`src/rtl/sc_register_file.sv`:
```
// Integer register file with a post-reset clear sweep and two combinational read ports.
// Define REGFILE_WB_BYPASS_EN for write-first reads; the default build reads the pre-write contents.
module sc_register_file #(
  parameter int DATA_W   = 32,
  parameter int NUM_REGS = 32
) (
  input  logic              clk,
  input  logic              rst,
  input  logic [4:0]        wb_rd,
  input  logic              wb_we,
  input  logic [DATA_W-1:0] wb_data,
  input  logic [4:0]        rs1_addr,
  input  logic [4:0]        rs2_addr,
  output logic [DATA_W-1:0] rs1_data,
  output logic [DATA_W-1:0] rs2_data,
  output logic              ready
);

  localparam int IDX_W = 5;
  localparam logic [IDX_W-1:0] LAST_IDX = 5'd31;

  typedef enum logic {
    CLEAR = 1'b0,
    RUN   = 1'b1
  } state_t;

  state_t state;
  state_t state_next;

  logic [IDX_W-1:0]  clr_idx;
  logic              ready_q;
  logic              wr_en;
  logic [IDX_W-1:0]  wr_idx;
  logic [DATA_W-1:0] wr_val;

  // No reset on the array so it maps onto distributed RAM.
  logic [DATA_W-1:0] regs [NUM_REGS];

  always_ff @(posedge clk or posedge rst) begin
    if (rst) begin
      state <= CLEAR;
    end else begin
      state <= state_next;
    end
  end

  // One shared write port: the sweep owns it in CLEAR, write-back owns it in RUN.
  always_comb begin
    state_next = state;
    wr_en      = 1'b0;
    wr_idx     = clr_idx;
    wr_val     = '0;
    case (state)
      CLEAR: begin
        wr_en = 1'b1;
        if (clr_idx == LAST_IDX) begin
          state_next = RUN;
        end
      end
      RUN: begin
        wr_en  = wb_we && (wb_rd != '0);
        wr_idx = wb_rd;
        wr_val = wb_data;
      end
      default: state_next = CLEAR;
    endcase
  end

  always_ff @(posedge clk or posedge rst) begin
    if (rst) begin
      clr_idx <= 5'd1;
    end else if (state == CLEAR) begin
      clr_idx <= clr_idx + 5'd1;
    end
  end

  // Registered one edge behind the FSM so ready rises on the 32nd edge after release.
  always_ff @(posedge clk or posedge rst) begin
    if (rst) begin
      ready_q <= 1'b0;
    end else begin
      ready_q <= (state == RUN);
    end
  end

  assign ready = ready_q;

  always_ff @(posedge clk) begin
    if (wr_en) begin
      regs[wr_idx] <= wr_val;
    end
  end

  always_comb begin
    rs1_data = regs[rs1_addr];
`ifdef REGFILE_WB_BYPASS_EN
    if (wb_we && (wb_rd != '0) && (rs1_addr == wb_rd)) begin
      rs1_data = wb_data;
    end
`endif
    if ((state == CLEAR) || (rs1_addr == '0)) begin
      rs1_data = '0;
    end
  end

  always_comb begin
    rs2_data = regs[rs2_addr];
`ifdef REGFILE_WB_BYPASS_EN
    if (wb_we && (wb_rd != '0) && (rs2_addr == wb_rd)) begin
      rs2_data = wb_data;
    end
`endif
    if ((state == CLEAR) || (rs2_addr == '0)) begin
      rs2_data = '0;
    end
  end

endmodule

```
`config.mk`:
```
export PLATFORM = sky130hd
export DESIGN_NAME = sc_register_file
export DESIGN_NICKNAME = d
export VERILOG_FILES = /design/src/rtl/sc_register_file.sv
export SDC_FILE = /design/constraint.sdc
export NUM_CORES = 1
export LEC_CHECK = 0
export CORE_MARGIN = 2
export CORE_UTILIZATION = 50
export DETAILED_ROUTE_END_ITERATION = 6
export PLACE_DENSITY = 0.67
export SLEW_MARGIN = 10
export SYNTH_ARGS = -nofsm -noshare
export SYNTH_HDL_FRONTEND = slang
export SYNTH_SLANG_ARGS = --single-unit
```
`constraint.sdc`:
```
create_clock -name clk -period 4.2 [get_ports clk]
set_input_delay 0.84 -clock clk [delete_from_list [all_inputs] [get_ports clk]]
set_output_delay 0.84 -clock clk [all_outputs]
set_load 0.005 [all_outputs]
```
Word-level counts from Yosys, hierarchy flattened
Memory sizes are Yosys's and may differ from the RTL's.
Cells that the tools add are included.
{"block": "word_totals", "output_inout_bits": 65, "regBits": 7, "memories": 1, "latchBits": 0, "mem_bits_ro": 0, "ram_bits": 1024}
{"block": "op_classes", "n_shift": 0, "n_addsub": 1, "n_bitwise": 1, "div_mod_pow": 0, "n_eq_ne": 1, "muxes": 9, "n_reduce_logical": 6, "order_cmp": 0, "mul": 0}
{"memory": "regs", "depth": 32, "word_bits": 32, "read_ports": 2, "rd_clocked_by_memory_dff": 0, "wr": 1, "line_no": "37", "text": "logic [DATA_W-1:0] regs [NUM_REGS];"}
{"op": "$mux 32", "n": 3}
{"op": "$logic_not 5->1", "n": 2}
{"op": "$add 5x1->5 const B", "n": 1}
{"op": "$eq 5x5->1 const B", "n": 1}
{"op": "$mux 5", "n": 1}
{"op": "$reduce_bool 5->1", "n": 1}
{"op": "$mux 1", "n": 4}
{"op": "$logic_or 1x1->1", "n": 2}
{"op": "$pmux 1 s2", "n": 1}
{"op": "$logic_and 1x1->1", "n": 1}
{"op": "$not 1->1", "n": 1}

Depth between registers and ports, before layout
{"block": "depth", "depth_word": 5, "depth_mapped": 10}

Worst setup path after synthesis
Ideal clock, no wire load.
{"block": "synth_path", "path_type": "input port to flip-flop", "startpoint": "in wb_rd[0]", "endpoint": "mem regs[10][0], enable pin", "required_ns": 3.779, "stages": 4, "path_slack_ns": 0.920, "arrival_ns": 2.859, "path_cell_list": "mux2_2 a31oi_1 nand2_1 nor2_1"}
{"block": "synth_via", "elab_chain_len": 5}
{"item": "start, declared", "line_no": "9", "text": "input logic [4:0] wb_rd,"}
{"item": "$reduce_bool 5->1", "line_no": "61", "text": "wr_en = wb_we && (wb_rd != '0);"}
{"item": "$logic_and 1x1->1", "line_no": "61"}
{"item": "$pmux 1 s2", "line_no": "53", "text": "case (state)"}
{"item": "$mux 1", "line_no": "89", "text": "if (wr_en) begin"}
{"item": "$mux 1 (implied by the code)", "line_no": "90", "text": "regs[wr_idx] <= wr_val;"}
{"item": "end, declared", "line_no": "37"}
Parallel ways exist; a longest one is shown, timed or not.

Final worst setup path
{"block": "layout_path", "startpoint": "in rs2_addr[1]", "endpoint": "out rs2_data[8]"}
{"block": "layout_via", "elab_chain_len": 3}
{"item": "start, declared", "line_no": "13", "text": "input logic [4:0] rs2_addr,"}
{"item": "parallel branches: the longest is 2 deep, another holds $mem_v2 32x32"}
{"item": "$mux 32 *", "line_no": "113", "text": "if ((state == CLEAR) || (rs2_addr == '0)) begin"}
{"item": "end, declared", "line_no": "15", "text": "output logic [DATA_W-1:0] rs2_data,"}
Mark *: on every way between the ends.

==> results by group <==
Synth
  • Asr flop ratio synth: 0.00679
  • Ys Warns: 0
  • Syn Nets: 2443
  • Predominant post-synthesis flop cell: edfxtp_1
  • EDFF count, synth: approximately 1000
  • Post-Syn Instances: 2391
  • Post-synthesis compound-gate area fraction: 0.0461
  • Syn Area/Cell: 20.0 um^2
  • Post-synthesis mux area share: 0.268
  • Post-synthesis sequential area ratio: 0.646
  • Xor and xnor area share after synthesis: 0.000549
  • Netlist Area Pre-Place: ~0.048 mm^2
  • FF+latch count, synth: 1031
  • Combinational family with the most area after synthesis: multiplexers
  • Post-synth cell types: 49
  • Simple-Gate Fraction of Synth Area: 0.0163
  • Share of synthesized cell area in full adder, half adder and majority cells: 0.000523

Final layout
  • Layout cells sized above 1: 0.325
  • Area delta synth->final: 17.3%
  • Final Instance Area: 0.0561 mm^2
  • Nets: 2692

Min path
  • HP Class: primary input to asynchronous set/reset pin

Floorplan
  • Core Footprint: 0.0949 mm^2
  • Die X-Extent: 313 um
  • Die Y: 313 um
  • Die area: 0.0982 mm^2
  • Num rows: 113
  • Initial Util: 0.504
  • I/O pin cnt: 115

Route
  • Drt pass-1 iters: 6
  • Via/cell ratio: just over 7
  • Vias: 28700
  • Drt initial violations: between 4000 and 5000
  • Drt drc: 0
  • Routed len/inst: 38.4 um
  • Final wirelength: ~150000 um
  • Antenna Violating Nets Remaining: 0

STA
  • Slew of the pin with the lowest slew margin: between 1 and 1.5 ns
  • # setup viols final: 1
  • Achievable frequency: 0.238 GHz
  • Tcrit/Tclk final: 1.00
  • Clock skew: 0.0163 ns
  • Hold_ws: around 0.38 ns
  • Tmin final: 4.21 ns
  • RSZ-0062 raised after global routing: yes
  • Final Hold Vio Count: 0
  • Final WS setup: -0.00599 ns
  • Max Slew Vio Count: 0
  • Slew headroom: 0.162
  • Setup TNS: -0.00599 ns

Setup path
  • CP peak stage delay: 0.71 ns
  • WP buf/inv: 3
  • CP endpoint kind: primary output
  • CP Data Arrival Time: 3.37 ns
  • Crit path launch type: primary input
  • R2r worst-path depth: 6
  • Crit-path slowest cell: a311oi_1
  • R2R setup slack: 1.17 ns
  • Reg2reg end: regs[14][30]
  • Critical path class: primary input to primary output
  • Reg-to-reg startpoint: state
  • CP cell instances: buf_4 -> or3b_2 -> buf_12 -> o22ai_1 -> a2111oi_0 -> a311oi_1 -> clkdlybuf4s50_1
  • Req. time, crit path: 3.36 ns
  • Crit-path leading delay family: buffers and inverters
  • CP Max Fanout: 14

CTS
  • Clock root buffer: clkbuf_16
  • Hold buffer count at CTS: 0
  • Total CTS buffers: 107
  • Clock Path Buffers: 3
  • Worst-Skew Late Latency: 0.69 ns
  • Clock transition at the registers of the reported paths: roughly 0.060 ns
  • H-tree depth: 3
  • CTS tree: done
  • CTS Sinks: ~1000

Placement
  • Hpwl dp: 86900 um
  • IO buf count: 114
  • Placed cell area: 0.0526 mm^2
  • RD Place Congestion: 0.833

Global routing
  • Number of global-route vias before repair: 29100
  • Pin count of the biggest net entering global routing: 51
  • Gr ovfl total: 0
  • Total track usage: 0.313
  • Initial antenna violation count: 4
  • Global-route wire length before repair: 216000 um

Power
  • PwrDens: between 400 and 500 mW/mm^2
  • Pwr Total: 22.8 mW
  • Maximum VDD drop: roughly 0.35 mV
  • Leak: ~18 nW

Flow run
  • Max cap viols: 0

Run status
  • Status: finished, violations left
  • Violated checks: negative setup slack
==> report_power, final <==
group / total [mW] / leakage [nW] / switching [mW] / internal (mW)
Clock: 9.26 / 1.62 / 3.96 / 5.30
Combinational: 2.18 / 7.32 / 1.20 / 0.974
Sequential: 11.4 / 9.31 / 0.00563 / 11.3
==> area by class of cell <==
class / count / area, um^2
fillers: 6698 / 38700
flip-flops and latches: 1031 / 30900
multi-input cells: 1161 / 16200
repair buffers: 336 / 4030
clock buffers: 144 / 2860
well taps: 1265 / 1580
clock inverters: 52 / 490
inverters: 3 / 11.3
diodes: 2 / 5.00
==> per-stage QoR <==
stage | utilization | setup slack, ns | instances
3_5_place_dp | 0.555 | -0.219 | 3795
6_report | 0.592 | -0.00599 | 3994
4_1_cts | 0.591 | 0.00535 | 3992
5_1_grt | 0.592 | -0.124 | 3992
2_1_floorplan | - | 0.920 | 2391
3_3_place_gp | 0.555 | -0.231 | 3795
==> registers in the layout, indices dropped and copies added (netlist names) <==
signal	cells
clr_idx	5
state	1
ready	1
regs	1024
==> synth_stat cells, types with 9 or more instances <==
cell / n / area, um^2
buf_2: 55 / 275
edfxtp_1: 1024 / 30700
mux4_2: 439 / 9890
mux2i_1: 277 / 2770
buf_1: 9 / 33.8
mux2_2: 14 / 158
a22o_1: 52 / 455
clkbuf_1: 99 / 372
nor3_1: 24 / 120
o22a_1: 32 / 280
nand2_1: 28 / 105
buf_6: 21 / 236
a211oi_1: 28 / 210
nor2_1: 41 / 154
o221ai_1: 59 / 517
and2_1: 34 / 213
a22oi_1: 9 / 67.6
o22ai_1: 25 / 156
a21oi_1: 17 / 85.1
a2111oi_0: 15 / 131
==> how the worst max path moves through the flow <==
stage                      startpoint  cells after the start  slack, ns      endpoint
after global routing      rs2_addr[0]                      7      -0.12  rs2_data[15]
after floorplan              wb_rd[0]                      4       0.92   regs[10][0]
after global placement    rs1_addr[4]                      7      -0.23  rs1_data[25]
final                     rs2_addr[1]                      7     -0.006   rs2_data[8]
after CTS                 rs2_addr[1]                     10      0.005  rs2_data[15]
after detailed placement  rs1_addr[4]                      7      -0.22  rs1_data[25]
==> repair_timing <==
item,in CTS,in global routing
buffers inserted,0,0
cloned,1,0
setup endpoints to repair,13,10
resized for setup,12,14
==> cell families (layout without fill, tap and decap cells) <==
logic type	after synthesis	in the layout
flip-flops	1031	1031
multiplexers	730	730
AO/OA/AOI/OAI	270	270
buffers and inverters	199	535
AND/OR/NAND/NOR	156	156
XOR/XNOR	3	3
adder cells (fa/ha/maj)	2	2
other	0	2
==> layer usage <==
| layer | share of wire | vias up | wire length (um) | track usage |
|---|---|---|---|---|
| li1 | - | 11000 | - | - |
| met1 | 0.38 | 15300 | 58100 | 0.443 |
| met2 | 0.46 | 2112 | 71300 | 0.474 |
| met3 | 0.12 | 356 | 18200 | 0.0777 |
| met4 | 0.038 | 4 | 5770 | 0.122 |
| met5 | 0.00017 | - | 26 | 0 |
==> worst register-to-register path: stages (launching register included) <==
cell and delay (ns):
dfrtp_2 0.35, buf_4 0.40, mux2_2 0.44, a31oi_1 0.20, nand2_1 0.49, nor2_4 0.28, buf_4 0.48
==> placed cells by master, fill, tap and decap left out, drive strengths merged, types with 8 or more instances in the layout <==
cell type         n
a22o             52
edfxtp         1024
bufinv            9
o22a             32
a211oi           28
mux2             14
mux2i           277
nand3             8
clkinv           36
clkbuf          144
buf             229
nor3             24
o221ai           59
and2             34
a22oi             9
o22ai            25
mux4            439
nand2            28
a21oi            17
clkdlybuf4s50   103
nor2             41
a2111oi          26
Power figures use the tool's default switching activity.
